**src/rtl/cpu_pkg.sv**
```systemverilog
// Shared CPU definitions: opcode encodings used by fetch and the control unit,
// plus the fetch-stage state encoding.
package cpu_pkg;

  localparam int unsigned OPCODE_W = 3;

  localparam logic [OPCODE_W-1:0] OP_RTYPE = 3'b000;
  localparam logic [OPCODE_W-1:0] OP_LW    = 3'b100;
  localparam logic [OPCODE_W-1:0] OP_SW    = 3'b010;
  localparam logic [OPCODE_W-1:0] OP_BEQ   = 3'b110;

  typedef enum logic {
    FETCH   = 1'b0,
    DISCARD = 1'b1
  } fetch_state_t;

endpackage

```
**src/rtl/if_id_reg.sv**
```systemverilog
// One-entry IF/ID pipeline slot: valid/ready handshake toward decode,
// loaded by fetch and cleared by a branch flush.
module if_id_reg
  import cpu_pkg::*;
#(
  parameter int unsigned ADDR_W  = 8,
  parameter int unsigned INSTR_W = 16
) (
  input  logic               clk,
  input  logic               rst_n,
  input  logic               load,
  input  logic [INSTR_W-1:0] load_instr,
  input  logic [ADDR_W-1:0]  load_pc,
  input  logic               consume,
  input  logic               flush,
  output logic               id_valid,
  output logic [INSTR_W-1:0] id_instr,
  output logic [OPCODE_W-1:0] id_opcode,
  output logic [ADDR_W-1:0]  id_pc
);

  logic valid_d;

  // Flush beats load; a load in the same cycle as a consume keeps the slot full.
  always_comb begin
    valid_d = id_valid;
    if (flush) begin
      valid_d = 1'b0;
    end else if (load) begin
      valid_d = 1'b1;
    end else if (consume) begin
      valid_d = 1'b0;
    end
  end

  always_ff @(posedge clk or negedge rst_n) begin
    if (!rst_n) begin
      id_valid <= 1'b0;
      id_instr <= '0;
      id_pc    <= '0;
    end else begin
      id_valid <= valid_d;
      if (load && !flush) begin
        id_instr <= load_instr;
        id_pc    <= load_pc;
      end
    end
  end

  assign id_opcode = id_instr[INSTR_W-1 -: OPCODE_W];

endmodule

```
**src/rtl/fetch_stage.sv**
```systemverilog
// Instruction-fetch stage: owns the PC, drives a req/ready instruction-memory
// port, and feeds a one-entry IF/ID slot with branch-redirect flushing.
module fetch_stage
  import cpu_pkg::*;
#(
  parameter int unsigned       ADDR_W   = 8,
  parameter int unsigned       INSTR_W  = 16,
  parameter logic [ADDR_W-1:0] RESET_PC = '0
) (
  input  logic                clk,
  input  logic                rst_n,
  output logic                imem_req,
  output logic [ADDR_W-1:0]   imem_addr,
  input  logic                imem_ready,
  input  logic [INSTR_W-1:0]  imem_rdata,
  output logic                id_valid,
  input  logic                id_ready,
  output logic [INSTR_W-1:0]  id_instr,
  output logic [OPCODE_W-1:0] id_opcode,
  output logic [ADDR_W-1:0]   id_pc,
  input  logic                redirect_valid,
  input  logic [ADDR_W-1:0]   redirect_pc
);

  fetch_state_t      state_q, state_d;
  logic [ADDR_W-1:0] pc_q, pc_d;
  logic [ADDR_W-1:0] req_addr_q;
  logic              pending_q;
  logic              can_accept;
  logic              capture;

  always_ff @(posedge clk or negedge rst_n) begin
    if (!rst_n) begin
      state_q    <= FETCH;
      pc_q       <= RESET_PC;
      req_addr_q <= '0;
      pending_q  <= 1'b0;
    end else begin
      state_q   <= state_d;
      pc_q      <= pc_d;
      pending_q <= imem_req && !imem_ready;
      if (imem_req && !imem_ready) begin
        req_addr_q <= imem_addr;
      end
    end
  end

  // rst_n gates the request so it drops the instant reset is asserted,
  // abandoning any in-flight request.
  always_comb begin
    can_accept = !id_valid || id_ready;
    imem_req   = rst_n && (pending_q ||
                 (state_q == FETCH && can_accept && !redirect_valid));
    imem_addr  = pending_q ? req_addr_q : pc_q;
    capture    = (state_q == FETCH) && imem_req && imem_ready && !redirect_valid;

    pc_d = pc_q;
    if (redirect_valid) begin
      pc_d = redirect_pc;
    end else if (capture) begin
      pc_d = imem_addr + 1'b1;
    end

    // DISCARD lasts exactly as long as a wrong-path request is still open;
    // a redirect landing on the completing cycle returns straight to FETCH.
    state_d = FETCH;
    if (pending_q && !imem_ready && (redirect_valid || state_q == DISCARD)) begin
      state_d = DISCARD;
    end
  end

  if_id_reg #(
    .ADDR_W (ADDR_W),
    .INSTR_W(INSTR_W)
  ) u_if_id_reg (
    .clk       (clk),
    .rst_n     (rst_n),
    .load      (capture),
    .load_instr(imem_rdata),
    .load_pc   (imem_addr),
    .consume   (id_ready),
    .flush     (redirect_valid),
    .id_valid  (id_valid),
    .id_instr  (id_instr),
    .id_opcode (id_opcode),
    .id_pc     (id_pc)
  );

endmodule

```
**config.mk**
```make
export PLATFORM = sky130hd
export DESIGN_NAME = fetch_stage
export DESIGN_NICKNAME = d
export VERILOG_FILES = /design/src/rtl/cpu_pkg.sv /design/src/rtl/if_id_reg.sv /design/src/rtl/fetch_stage.sv
export SDC_FILE = /design/constraint.sdc
export NUM_CORES = 1
export LEC_CHECK = 0
export ABC_CLOCK_PERIOD_IN_PS = 2700
export CORE_MARGIN = 2
export CORE_UTILIZATION = 47
export DETAILED_ROUTE_END_ITERATION = 10
export GPL_TIMING_DRIVEN = 1
export PLACE_DENSITY_LB_ADDON = 0.25
export SLEW_MARGIN = 25
export SYNTH_ARGS = -nofsm -noshare
export SYNTH_HDL_FRONTEND = slang
export SYNTH_HIERARCHICAL = 1
export SYNTH_SLANG_ARGS = --single-unit
```
**constraint.sdc**
```tcl
create_clock -name clk -period 2.7 [get_ports clk]
set_clock_uncertainty 0.1 [all_clocks]
set_input_delay 0.27 -clock clk [delete_from_list [all_inputs] [get_ports clk]]
set_output_delay 0.27 -clock clk [all_outputs]
set_load 0.01 [all_outputs]
```
### Yosys cells after proc, flatten, opt, wreduce, memory -nomap -nowiden

Cells that the tools add are included.

| operators by class | value |
|---|---|
| multipliers | 0 |
| div/mod/pow operators | 0 |
| $add $sub $neg | 1 |
| order comparisons | 0 |
| reductions and logical operators | 18 |
| equality and inequality tests | 0 |
| bitwise gates (word level) | 1 |
| shift operators | 0 |
| muxes and demuxes | 7 |

Operators by type and width:

| operator | count |
|---|---|
| 2-to-1 mux 8 bit | 3 |
| logical AND 1 bit | 10 |
| adder 8 x 1 -> 8 bit (second input constant) | 1 |
| 2-to-1 mux 1 bit | 4 |
| logical NOT 1 bit | 3 |
| logical OR 1 bit | 3 |
| nonzero test 3 bit | 1 |
| nonzero test 2 bit | 1 |
| NOT 1 bit | 1 |

| storage, ports and cells | value |
|---|---|
| ROM bits | 0 |
| bits in writable memories | 0 |
| register bits after elaboration | 43 |
| bits in latches | 0 |
| input port bits | 29 |
| memories | 0 |
| output and inout port bits | 37 |

### Depth between registers and ports, before layout

Gate-level depths: netlist of the first run.

| depth | value |
|---|---|
| depth after elaboration | 11 |
| gate-level depth with buffers | 8 |
| gate-level depth less buffers | 6 |

### Cells and area by module

The synthesis of the first run kept the hierarchy.

Modules (own cells, without submodules):

| module | times used | cells each | area each (um2) |
|---|---|---|---|
| fetch_stage | 1 | 97 | 1136.1 |
| if_id_reg | 1 | 59 | 1073.5 |

### Least setup slack after synthesis of the first run

No wires, ideal clock.

| path | value |
|---|---|
| path kind | reg2reg |
| from | reg pending_q |
| to | reg u_if_id_reg.id_instr[0] |
| slack | 0.793 ns |
| buffers on the path | 4 |
| required time | 2.475 ns |
| clock period less this slack | 1.907 ns |
| arrival | 1.682 ns |
| library setup time | 0.125 ns |
| stages on the path, launching flop included | 9 |
| path through | dfrtp_1 buf_6 buf_12 o2111ai_4 inv_1 nor2b_4 buf_6 buf_12 mux2_4 |

| between the ends | value |
|---|---|
| cells in the longest elaborated chain, start to end | 6 |

Ends and longest elaborated chain:

| element | RTL line | text |
|---|---|---|
| start: declaration | fetch_stage.sv:28 | `logic pending_q;` |
| start signal: assignment | fetch_stage.sv:41 | `pending_q <= imem_req && !imem_ready;` |
| logical OR 1 bit | fetch_stage.sv:52 | `imem_req = rst_n && (pending_q \|\|` |
| logical AND 1 bit | fetch_stage.sv:52 |  |
| logical AND 1 bit (3 in a row) | fetch_stage.sv:55 | `capture = (state_q == FETCH) && imem_req && imem_ready && !redirect_valid;` |
| net capture | fetch_stage.sv:30 | `logic capture;` |
| logical AND 1 bit | if_id_reg.sv:43 | `if (load && !flush) begin` |
| end signal: assignment | if_id_reg.sv:44 | `id_instr <= load_instr;` |
| end: declaration | if_id_reg.sv:17 | `output logic [INSTR_W-1:0] id_instr,` |

The timed path passes the listed nets, and every way through them passes these cells.
A chain may end at the register's enable or synchronous reset.

### Worst setup path after layout of the first run

| path | value |
|---|---|
| from | reg pending_q |
| to | out imem_addr[4] |

| between the ends | value |
|---|---|
| cells in the longest elaborated chain, start to end | 1 |

Ends and longest elaborated chain:

| element | RTL line | text |
|---|---|---|
| 2-to-1 mux 8 bit | fetch_stage.sv:54 | `imem_addr = pending_q ? req_addr_q : pc_q;` |
| end: declaration | fetch_stage.sv:13 | `output logic [ADDR_W-1:0] imem_addr,` |

Every way passes these cells.

==> summary.txt, run 1 <==
Status
  • Outcome: completed

Critical path
  • CP Capture Type: output port
  • Setup CP Type: reg -> out
  • CP required: 2330 ps
  • CP max stage cell: dfrtp_2
  • Crit path max fanout: 18
  • Worst Reg2Reg Path Length in Cells: 5
  • Critical-path cell list: mux2i_1 > inv_1 > clkdlybuf4s50_1
  • R2R setup slack: 550 ps
  • CP max stage delay: 660 ps
  • Reg2Reg Launch Point: pending_q
  • CP Launch Type: flip-flop
  • Worst r2r dst: u_if_id_reg/id_instr[13]
  • Crit path DAT: 2030 ps

Place
  • DP Wirelength: 3250 um
  • RePlAce Congestion: 0.865
  • Post-Place Cells: 267
  • PortBufs: 65
  • Cell Area, Placed: 2830 um2

Routing
  • DRC: 0
  • Initial drt markers: 142
  • Routed Antenna Nets: 0
  • Wire per inst: 16.9 um
  • DRT Pass-1 Iters: 4
  • Total number of vias: 1492
  • Final WL: 4670 um
  • Via density: 5.41

Layout
  • Final net count: 253
  • Layout cells sized above 1: 27.7%
  • Non-filler cells, final: 276
  • Area grow syn2layout: 34.6%
  • Number of diodes: 0
  • Final Core Density: 66.9%
  • Final Cell Area: 2970 um2

Run
  • # Max-Cap Violations: 0

Power
  • Psw: 573 uW
  • Pwr Density: 730 nW/um2
  • Clock share of power: 27.1%
  • Worst vdd ir: 0.000523 V
  • Leakage power: 0.00124 uW
  • Comb power frac: 31.6%
  • Flop pwr share: 41.3%
  • Total power: 2170 uW
  • P_int: 1600 uW
  • Switching fraction of total power: 26.4%

Clocking
  • Worst skew pair latency: 300 ps
  • CTS buffer count: 5
  • Clk slew on worst S/H paths: 90 ps
  • Htree depth: 2
  • Clk sink count: 43
  • Clk root buf: clkbuf_8
  • Setup Fix Bufs, Post-CTS: 0
  • CTS max path bufs: 2
  • CTS tree: done

Floorplan
  • Die H: 72.6 um
  • FP Rows: 24
  • Die Area: 5270 um2
  • Initial Utilization: 49.7%
  • Core area: 4440 um2
  • I/O pin cnt: 66
  • Die width: 72.6 um

Global route
  • Initial antenna violation count: 0
  • Vias in the first global route: 1595
  • Largest net degree at the start of global routing: 43
  • First-pass GRT wire length: 7660 um
  • Grt total ovfl: 0
  • Total GRT Usage: 19.1%

Synth
  • Ys Warns: 6
  • Gate count of the mapped netlist: 156
  • Post-synthesis sequential area ratio: 48.7%
  • Post-Syn Area: 2210 um2
  • Avg Inst Size Synth: 14.2 um2
  • Syn nets: 186
  • Synthesized flop and latch total: 43
  • Distinct cells, synth: 37

STA
  • Final period util: 88.9%
  • Slew Limit Fails: 0
  • RSZ-0062 raised after global routing: no
  • Setup violations, final: 0
  • Hold Vio Cnt, Final: 0
  • Worst Tran Pin Value: 544 ps
  • Rel. slew slack: 63.7%
  • Final TNS setup: 0 ps
  • Tmin final: 2400 ps
  • Fmax: 417 MHz

Worst hold path
  • Worst hold path class: in -> async
metal layers:
layer  track usage, %  up-vias  routed length [um]
met4             7.00        0                  85
met5                0        -                   0
li1                 -      682                   -
met1             23.8      730                1880
met2             31.5       70                2370
met3             5.56       10                 342
cell type report:
class,count,area (um2)
Multi-Input combinational cell,94,976
Clock buffer,6,72.6
Inverter,8,30.0
Tap cell,52,65.1
Timing Repair Buffer,71,693
Sequential cell,43,1080
Fill cell,311,1470
Clock inverter,2,60.1
through the flow:
step	setup WS, ps	hold WS [ps]
after floorplan	793	-126
after global placement	362	-5.66
after detailed placement	279	-1.57
after CTS	43.4	225
after global routing	130	244
final	300	222
what timing repair did:
item,4_1_cts,5_1_grt
resized for setup,0,1
endpoints found under the setup margin,0,2
hold buffers,1,0
hold endpoints to repair,2,0
power groups by stage:
| stage | Clock (uW) | Combinational [uW] | Sequential, uW |
|---|---|---|---|
| after global placement | 0 | 673 | 900 |
| after floorplan | 0 | 318 | 928 |
| final | 589 | 686 | 897 |
| after global routing | 630 | 734 | 916 |
| after CTS | 602 | 693 | 898 |
| after detailed placement | 0 | 686 | 906 |
sequential cells by signal, indices dropped and copies added, names as in the netlist:
signal                flops
req_addr_q                8
pending_q                 1
state_q                   1
u_if_id_reg/id_pc         8
pc_q                      8
u_if_id_reg/id_instr     16
u_if_id_reg/id_valid      1
cell usage in the layout (no fill, tap or decap), drive strengths merged, types with 2 or more instances in the layout:
master          n
clkdlybuf4s50  64
nor3b           2
mux2           37
nand3b          3
nand4           2
buf             6
o2111ai         2
nand3           3
nor2b           3
inv             8
a21oi           4
dfrtp          43
clkbuf          6
xnor2           5
bufinv          2
mux2i           4
nor2            2
nand2          11
o221ai          4
nand2b          2
Yosys cell counts:
| master | count | area share (%) |
|---|---|---|
| nand3_2 | 2 | 0.91 |
| nand2b_1 | 1 | 0.28 |
| nor2b_4 | 1 | 0.62 |
| mux2_4 | 21 | 14 |
| nand4_1 | 1 | 0.28 |
| dfrtp_1 | 43 | 49 |
| nor2_1 | 1 | 0.17 |
| nand3_1 | 1 | 0.23 |
| a22oi_1 | 1 | 0.34 |
| a222oi_1 | 1 | 0.45 |
| mux2i_1 | 4 | 1.8 |
| o221ai_2 | 1 | 0.68 |
| nand2b_2 | 1 | 0.40 |
| nor2b_1 | 2 | 0.57 |
| a211o_1 | 1 | 0.40 |
| o221ai_1 | 3 | 1.2 |
| buf_12 | 3 | 2.7 |
| buf_6 | 3 | 1.5 |
| a211oi_2 | 1 | 0.57 |
| nand2_1 | 11 | 1.9 |
| o211ai_1 | 1 | 0.34 |
| inv_1 | 8 | 1.4 |
| nor3b_1 | 2 | 0.68 |
| a21oi_1 | 4 | 0.91 |
| a21boi_0 | 1 | 0.34 |
| nand4b_1 | 1 | 0.40 |
| nor2_8 | 1 | 0.91 |
| clkbuf_1 | 1 | 0.17 |
| a221oi_2 | 1 | 0.68 |
| mux2_2 | 16 | 8.2 |
| o21ai_0 | 1 | 0.23 |
| o2111ai_4 | 2 | 2.4 |
| buf_4 | 4 | 1.4 |
| xnor2_1 | 5 | 2.0 |
| ha_1 | 1 | 0.57 |
| nand3b_1 | 3 | 1.0 |
| nand4_2 | 1 | 0.57 |
critical path: cells and delay by family, from the launching register on:
family / cells / cell delay (ps)
flip-flops: 1 / 660
buffers and inverters: 2 / 680
multiplexers: 1 / 390
worst max-delay path by stage:
stage | end | slack [ps] | from | depth (start not counted)
floorplan | u_if_id_reg/id_instr[0] | 790 | pending_q | 8
global placement | u_if_id_reg/id_instr[12] | 360 | redirect_valid | 7
detailed placement | u_if_id_reg/id_instr[13] | 280 | redirect_valid | 7
CTS | imem_addr[4] | 40 | pending_q | 3
global route | imem_addr[3] | 130 | pending_q | 3
finish | imem_addr[4] | 300 | pending_q | 3
cell families after synthesis:
logic type / after synthesis / share of synthesized area (%)
fa+ha+maj: 1 / 0.566
compound gates: 18 / 8.49
buf+inv: 19 / 7.13
xor+xnor: 5 / 1.98
flops: 43 / 48.7
simple gates: 29 / 8.89
mux: 41 / 24.2
(Power assumes the default switching activity.)
==> inputs of run 2 (changes only) <==
Settings changed: CAP_MARGIN set to 0, CORE_MARGIN 2 to 8, SKIP_CTS_REPAIR_TIMING set to 1.
==> summary.txt, run 2 (synthesis results as in run 1) <==
Clocking
  • Worst skew pair latency: 290 ps
  • CTS buffer count: 5
  • Htree depth: 2
  • Clk slew on worst S/H paths: 80 ps
  • CTS max path bufs: 2
  • Clk root buf: clkbuf_8
  • CTS tree: done
  • Clk sink count: 43

Global route
  • Vias in the first global route: 1640
  • Met3 usage: 7.32%
  • M2 GR Usage: 21.2%
  • Grt total ovfl: 0
  • Met1 Track Usage GR: 17.2%
  • First-pass GRT wire length: 8160 um
  • Largest net degree at the start of global routing: 43
  • Initial antenna violation count: 0
  • Grt peak-use layer: met2
  • Total GRT Usage: 14.1%

Place
  • Placement Setup Slack: 350 ps
  • DP Wirelength: 3600 um
  • Cell Area, Placed: 2850 um2
  • PortBufs: 65
  • RePlAce Congestion: 0.808

STA
  • Worst setup margin: 332 ps
  • Slew Limit Fails: 0
  • Worst Tran Pin Value: 543 ps
  • Tmin final: 2370 ps
  • Hold Vio Cnt, Final: 0
  • Final TNS setup: 0 ps
  • RSZ-0062 raised after global routing: no
  • Rel. slew slack: 63.8%
  • Setup violations, final: 0
  • Fmax: 422 MHz
  • Final period util: 87.7%

Routing
  • DRT Pass-1 Iters: 4
  • Wire per inst: 17.2 um
  • Via density: 5.31
  • Final WL: 4810 um
  • DRC: 0
  • Routed Antenna Nets: 0
  • Total number of vias: 1482
  • Initial drt markers: 45

Critical path
  • CP Launch Type: flip-flop
  • Crit path DAT: 2000 ps
  • CP required: 2330 ps
  • CP Capture Type: output port
  • Crit path max fanout: 18
  • Setup CP Type: reg -> out

Power
  • Total power: 1980 uW
  • Psw: 564 uW
  • Flop pwr share: 45.3%
  • Worst vdd ir: 0.000363 V
  • P_int: 1410 uW
  • Switching fraction of total power: 28.6%
  • Pwr Density: 670 nW/um2
  • Comb power frac: 34.7%
  • Leakage power: 0.00123 uW
  • Clock share of power: 20.0%

Floorplan
  • Core area: 4630 um2
  • Die width: 84.6 um
  • Initial Utilization: 47.7%
  • FP Rows: 25
  • I/O pin cnt: 66
  • Die H: 84.6 um
  • Die Area: 7150 um2

Layout
  • Most flops, register: u_if_id_reg/id_instr
  • Area grow syn2layout: 33.5%
  • Final net count: 254
  • Max reg flops: 16
  • Commonest non-fill, non-tap cells in the layout: clkdlybuf4s50_1 (64), dfrtp_1 (42), mux2_4 (21)
  • Final Cell Area: 2950 um2
  • Most common cell after layout, fill and taps aside: clkdlybuf4s50_1
  • Layout cells sized above 1: 28.0%
  • Number of diodes: 0
  • Fill cell total of the finished layout: 367

Run
  • # Max-Cap Violations: 0

Worst hold path
  • Worst hold path class: in -> async

Status
  • Outcome: completed
[run 2: cell count changes in the layout (fill, tap and decap cells not counted)]
cell,change
clkinv_2,+1
clkinvlp_4,+1
buf_12,+1
bufinv_16,-2
[run 2: path summary, 6_finish.rpt]
path                                     from                  endpoint  slack [ps]  depth (start not counted)
worst max-delay path                pending_q              imem_addr[3]         330                          3
worst min-delay path                    rst_n      u_if_id_reg/id_valid         220                          2
worst max register to register      pending_q  u_if_id_reg/id_instr[12]         650                          5
worst min register to register  req_addr_q[7]             req_addr_q[7]         410                          1
max in group asynchronous               rst_n                 pending_q        1520                          3
min in group clk                req_addr_q[7]             req_addr_q[7]         410                          1
[run 2: metal layers]
metal | share of wire (%) | vias up
li1 | - | 687
met1 | 44 | 733
met2 | 45 | 56
met3 | 10 | 6
met4 | 1.1 | 0
met5 | 0 | -
[run 2: power groups by stage]
| stage | registers, uW | clock network (uW) | logic, uW |
|---|---|---|---|
| after global placement | 902 | 0 | 684 |
| after detailed placement | 907 | 0 | 693 |
| after global routing | 920 | 438 | 736 |
| after floorplan | 928 | 0 | 318 |
| after CTS | 899 | 413 | 697 |
| final | 896 | 394 | 685 |
[run 2: layout make-up]
cell class	instances	area, um2	share of cell area (%)
clock inverter	2	12.5	0.424
sequential	43	1080	36.5
clock buffer	6	72.6	2.46
inverter	8	30.0	1.02
timing repair buffer	72	713	24.2
multi-input combinational	94	976	33.1
tap	54	67.6	2.29
[run 2: worst max-delay path, cell delays in order, from the launching register on]
cell and delay [ps]:
dfrtp_2 660, mux2i_1 370, inv_1 150, clkdlybuf4s50_1 510
[run 2: through the flow]
stage               cells  hold slack (ps)  utilization, %
detailed placement    270            -1.07            61.6
global placement      270            -4.39            61.6
finish                279              221            63.7
global route          279              237            63.7
floorplan             156             -126               -
CTS                   278             -323            63.5
